$ cat src/rtl/exc_ctrl.sv
// Exception controller: merges invalid-opcode and prioritised IRQ requests, holds ELR/ESR and handler state.
// Define EXC_CTRL_IRQ_EDGE_EN for edge-triggered IRQs with pending latches; default is level-sensitive.
module exc_ctrl #(
  parameter int unsigned N_IRQ  = 4,
  parameter int unsigned PC_W   = 64,
  parameter logic [63:0] VECTOR = 64'hD8
) (
  input  logic             clk,
  input  logic             reset,
  input  logic [N_IRQ-1:0] irq,
  input  logic [N_IRQ-1:0] irq_en,
  input  logic             not_an_instr,
  input  logic             eret,
  input  logic [PC_W-1:0]  pc,
  output logic             exc,
  output logic [PC_W-1:0]  exc_vector,
  output logic [PC_W-1:0]  elr,
  output logic [3:0]       esr,
  output logic             in_handler,
  output logic [N_IRQ-1:0] irq_ack,
  output logic             double_fault
);

  typedef enum logic {
    IDLE    = 1'b0,
    HANDLER = 1'b1
  } state_e;

  localparam logic [3:0] ESR_UNDEF = 4'b0010;

  state_e          state_q, state_d;
  logic [PC_W-1:0] elr_q, elr_d;
  logic [3:0]      esr_q, esr_d;
  logic            dfault_q, dfault_d;

  logic [N_IRQ-1:0] irq_req;
  logic [N_IRQ-1:0] irq_elig;
  logic [N_IRQ-1:0] ack_raw;
  logic [N_IRQ-1:0] ack;
  logic [2:0]       win_idx;
  logic             irq_hit;

`ifdef EXC_CTRL_IRQ_EDGE_EN
  logic [N_IRQ-1:0] irq_q;
  logic [N_IRQ-1:0] pend_q, pend_d;

  // A fresh rising edge in the ack cycle re-arms the pending bit.
  always_comb begin
    pend_d = (pend_q & ~ack) | (irq & ~irq_q);
  end

  always_ff @(posedge clk or negedge reset) begin
    if (!reset) begin
      irq_q  <= '0;
      pend_q <= '0;
    end else begin
      irq_q  <= irq;
      pend_q <= pend_d;
    end
  end

  assign irq_req = pend_q & irq_en;
`else
  assign irq_req = irq & irq_en;
`endif

  // Lowest-index eligible line wins; IRQs are masked while in the handler.
  always_comb begin
    // NOTE: every combinational output gets a default first so no latch is inferred.
    irq_hit  = 1'b0;
    win_idx  = 3'd0;
    ack_raw  = '0;
    irq_elig = (state_q == IDLE) ? irq_req : '0;
    for (int i = 0; i < int'(N_IRQ); i++) begin
      if (irq_elig[i] && !irq_hit) begin
        irq_hit    = 1'b1;
        win_idx    = 3'(i);
        ack_raw[i] = 1'b1;
      end
    end
    ack = (reset && !not_an_instr) ? ack_raw : '0;
  end

  assign exc = reset & (not_an_instr | irq_hit);

  always_comb begin
    state_d  = state_q;
    elr_d    = elr_q;
    esr_d    = esr_q;
    dfault_d = dfault_q;
    if (exc) begin
      elr_d   = pc;
      state_d = HANDLER;
      if (not_an_instr) begin
        esr_d = ESR_UNDEF;
        if (state_q == HANDLER) dfault_d = 1'b1;
      end else begin
        esr_d = {1'b1, win_idx};
      end
    end else if (eret && state_q == HANDLER) begin
      state_d = IDLE;
    end
  end

  // NOTE: sequential state uses non-blocking assignments and clears asynchronously on reset low.
  always_ff @(posedge clk or negedge reset) begin
    if (!reset) begin
      state_q  <= IDLE;
      elr_q    <= '0;
      esr_q    <= '0;
      dfault_q <= 1'b0;
    end else begin
      state_q  <= state_d;
      elr_q    <= elr_d;
      esr_q    <= esr_d;
      dfault_q <= dfault_d;
    end
  end

  assign exc_vector   = VECTOR[PC_W-1:0];
  assign elr          = elr_q;
  assign esr          = esr_q;
  assign in_handler   = (state_q == HANDLER);
  assign irq_ack      = ack;
  assign double_fault = dfault_q;

endmodule

$ cat config.mk
export PLATFORM = sky130hd
export DESIGN_NAME = exc_ctrl
export DESIGN_NICKNAME = d
export VERILOG_FILES = /design/src/rtl/exc_ctrl.sv
export SDC_FILE = /design/constraint.sdc
export NUM_CORES = 1
export LEC_CHECK = 0
export ABC_AREA = 1
export BUFFER_PORTS_ARGS = -buffer_cell sky130_fd_sc_hd__buf_4
export CORE_MARGIN = 2
export CORE_UTILIZATION = 44
export CTS_BUF_LIST = sky130_fd_sc_hd__clkbuf_8
export CTS_CLUSTER_DIAMETER = 200
export DETAILED_ROUTE_END_ITERATION = 7
export PLACE_DENSITY = 0.83
export SLEW_MARGIN = 20
export SYNTH_ARGS = -nofsm -noshare
export SYNTH_HDL_FRONTEND = slang
export SYNTH_SLANG_ARGS = --single-unit
$ cat constraint.sdc
create_clock -name clk -period 1.8 [get_ports clk]
set_input_delay 0.36 -clock clk [delete_from_list [all_inputs] [get_ports clk]]
set_output_delay 0.36 -clock clk [all_outputs]
set_load 0.02 [all_outputs]
==> run metrics <==
result of the run complete, no violations; max-cap check violation count 0; largest cells by area after synthesis sky130_fd_sc_hd__dfrtp_1 (52%), sky130_fd_sc_hd__nand2_1 (16%), sky130_fd_sc_hd__buf_4 (15%); Hold/Removal Path Class input pin to asynchronous set/reset pin; flops & latches, synth a little under 70; Hold Fails Final Rpt 0; number of max-slew violations in the final report 0; filler cell count in the final layout 643; cell area after synthesis 3310 um^2; count of nets left with antenna violations after detail routing 0; Buffers on Ports 149; kind of critical path flop to primary output; length in cells of the worst reg-to-reg path 7; switching power as a share of total power 33.6%; total half-perimeter wirelength after legalization and detailed placement 5510 um; Seq/Total Area, Yosys a little over half; wire length of the first global-routing pass 11,900 um; number of iterations in the first detailed-routing pass 4; skew final 0.00924 ns; number of ports placed on the die boundary 215; end of the worst register-to-register path elr[42]; area of the die 8240 um^2; Placer Congestion 0.791; worst-case vdd ir drop 0.000394 V; number of setup violations in the final report 0; std cell rows 31; Yosys warning total 0; r2r setup slk 0.24 ns; count of hold-fix buffers inserted at cts 0; level count of the clock H-tree 3; pwr dens slightly above 1000 nW/um^2; Worst setup EP type primary output; TritonCTS clock tree yes; number of distinct library cells after synthesis 17; part of the total power dissipated in sequential elements a little over two fifths; DRC violation count after routing 0; Iter 0 DRT Violations 86; Ant. Diodes 0; upper clock frequency limit 573 MHz; final instance count without filler cells approximately 640; die outline width 90.8 um; Final Critical Period 1.74 ns; floorplan die height 90.8 um; per-cell via count in the routed design approximately 4.4; Internal 0.00305 W; global route overflow 0; pin count of the biggest net entering global routing 100; buffer cell driving the clock tree root sky130_fd_sc_hd__clkbuf_8; antenna violations before repair 0; combinational share of power between 30% and 40%; Layout Nets between 600 and 700; Max Fanout on Critical Path 4; Critical R2R Launch in_handler; placeable core area 7250 um^2; via count of the first global-routing pass 2,600; Post-Synthesis Cells between 300 and 400; Clk network pwr share 27.5%; CP Launch Type flop; Post-Route Setup TNS 0 ns; clock network latency to the later pin of the worst-skew pair 0.34 ns; post-DR wirelength/cell 11.8 um; post-synthesis cell type with the largest combined area sky130_fd_sc_hd__dfrtp_1; P_leak 2.61 nW; data arrival time at the worst-slack endpoint around 1.4 ns; Initial Utilization between 40% and 50%; mean area per synthesized cell ~8.5 um^2; post-CTS clock slew at the launch and capture registers of the worst setup and hold paths 0.08 ns; critical path data required time 1.44 ns; fraction of final layout cells with drive strength greater than 1 34.1%; number of buffers between clock root and the deepest sink 2; CTS buffer count 9; fraction of post-synthesis cell area in the top cell type by area between 50% and 60%; Syn-to-layout area delta 37.3%; Vias 2,799; NetSw 0.00154 W; post-route fraction of the period consumed by the critical path between 90% and 100%; cell count after placement 620; worst hold slack 0.0580 ns; Clock Sinks 69; overall routing resource usage between 10% and 20%; total wire length 7510 um
==> layer usage <==
| metal | up-vias | global-route usage [%] | part of all wire [%] |
|---|---|---|---|
| li1 | 1383 | - | - |
| met1 | 1287 | 20.5 | 40 |
| met2 | 116 | 31.0 | 50 |
| met3 | 13 | 5.01 | 8.1 |
| met4 | 0 | 6.82 | 1.6 |
| met5 | - | 0 | 0 |
==> worst max-delay path by stage <==
stage,start,to,cells after the start
floorplan,in_handler,irq_ack[2],3
global placement,reset,elr[7],5
detailed placement,reset,elr[42],5
CTS,in_handler,exc,6
global route,in_handler,exc,6
finish,in_handler,exc,6
==> sequential cells by signal, summed over array words and instances, names as in the netlist <==
signal        flops
elr              64
double_fault      1
esr               3
in_handler        1
==> worst max-delay path, stage by stage, from the launching register on <==
cell and delay [ns]:
sky130_fd_sc_hd__dfrtp_2 0.45, sky130_fd_sc_hd__inv_4 0.11, sky130_fd_sc_hd__nand3_4 0.10, sky130_fd_sc_hd__nand3_4 0.11, sky130_fd_sc_hd__nor2_4 0.04, sky130_fd_sc_hd__nor2_4 0.12, sky130_fd_sc_hd__buf_6 0.12
==> synth_stat cells <==
library cell	n
sky130_fd_sc_hd__clkbuf_1	3
sky130_fd_sc_hd__inv_1	4
sky130_fd_sc_hd__dfrtp_1	69
sky130_fd_sc_hd__nand3_2	1
sky130_fd_sc_hd__buf_1	5
sky130_fd_sc_hd__nand2_2	1
sky130_fd_sc_hd__o21ai_0	3
sky130_fd_sc_hd__inv_2	2
sky130_fd_sc_hd__a31o_2	1
sky130_fd_sc_hd__conb_1	2
sky130_fd_sc_hd__nor2_1	9
sky130_fd_sc_hd__nor3_1	1
sky130_fd_sc_hd__buf_6	3
sky130_fd_sc_hd__buf_4	66
sky130_fd_sc_hd__nand2_1	142
sky130_fd_sc_hd__nand3_1	68
sky130_fd_sc_hd__buf_2	9
==> layout by cell type (no fill, tap or decap) <==
| cell | netlist | layout |
|---|---|---|
| sky130_fd_sc_hd__buf_6 | 3 | 1 |
| sky130_fd_sc_hd__inv_2 | 2 | 1 |
| sky130_fd_sc_hd__clkinv_2 | 0 | 1 |
| sky130_fd_sc_hd__nor2_4 | 0 | 2 |
| sky130_fd_sc_hd__nor2_2 | 0 | 1 |
| sky130_fd_sc_hd__bufinv_16 | 0 | 1 |
| sky130_fd_sc_hd__dfrtp_2 | 0 | 1 |
| sky130_fd_sc_hd__a31o_2 | 1 | 1 |
| sky130_fd_sc_hd__dfrtp_1 | 69 | 68 |
| sky130_fd_sc_hd__nand2_1 | 142 | 142 |
| sky130_fd_sc_hd__o21ai_0 | 3 | 2 |
| sky130_fd_sc_hd__nor3_1 | 1 | 1 |
| sky130_fd_sc_hd__inv_1 | 4 | 6 |
| sky130_fd_sc_hd__o21ai_1 | 0 | 1 |
| sky130_fd_sc_hd__buf_4 | 66 | 154 |
| sky130_fd_sc_hd__nand3_2 | 1 | 1 |
| sky130_fd_sc_hd__clkbuf_8 | 0 | 11 |
| sky130_fd_sc_hd__inv_4 | 0 | 1 |
| sky130_fd_sc_hd__nor2_1 | 9 | 6 |
| sky130_fd_sc_hd__conb_1 | 2 | 65 |
| sky130_fd_sc_hd__buf_12 | 0 | 2 |
| sky130_fd_sc_hd__nand3_1 | 68 | 64 |
| sky130_fd_sc_hd__nand3_4 | 0 | 4 |
| sky130_fd_sc_hd__nand2_2 | 1 | 1 |
| sky130_fd_sc_hd__clkinv_4 | 0 | 1 |
==> logic make-up (layout without fill, tap and decap cells) <==
logic type	Yosys count	after routing	synth area share [%]
AND/OR/NAND/NOR	222	222	28.0
AO/OA/AOI/OAI	4	4	0.717
buffers and inverters	92	179	18.9
flip-flops	69	69	52.1
other	2	65	0.227
==> repair_timing <==
item	4_1_cts	5_1_grt
resized for setup	2	15
setup endpoints to repair	2	4
hold endpoints to repair	0	0
pin swaps	0	3
buffers inserted	0	2
==> power by group through the flow <==
| stage | registers, W | logic, W | clock network [W] |
|---|---|---|---|
| global route | 0.00196 | 0.00151 | 0.00136 |
| CTS | 0.00193 | 0.00138 | 0.00130 |
| detailed placement | 0.00195 | 0.00138 | 0 |
| finish | 0.00193 | 0.00140 | 0.00126 |
| global placement | 0.00195 | 0.00135 | 0 |
| floorplan | 0.00224 | 0.000566 | 0 |
==> final cells by class <==
| class | instances | area, um^2 | area share (%) |
|---|---|---|---|
| clock buffer | 11 | 151 | 3.33 |
| clock inverter | 5 | 51.3 | 1.13 |
| inverter | 6 | 25.0 | 0.550 |
| multi-input combinational | 291 | 1260 | 27.8 |
| sequential | 69 | 1730 | 38.0 |
| tap | 99 | 124 | 2.72 |
| timing repair buffer | 157 | 1210 | 26.5 |
==> per-stage QoR <==
step	power (W)	setup WS, ns	utilization, %	instance area [um^2]
6_report	0.00459	0.0551	62.7	4550
5_1_grt	0.00483	-0.0124	62.7	4550
4_1_cts	0.00461	0.00413	61.6	4470
3_5_place_dp	0.00333	0.139	58.7	4260
3_3_place_gp	0.00330	0.227	58.7	4260
2_1_floorplan	0.00280	0.223	-	3550
(Power assumes the default switching activity.)
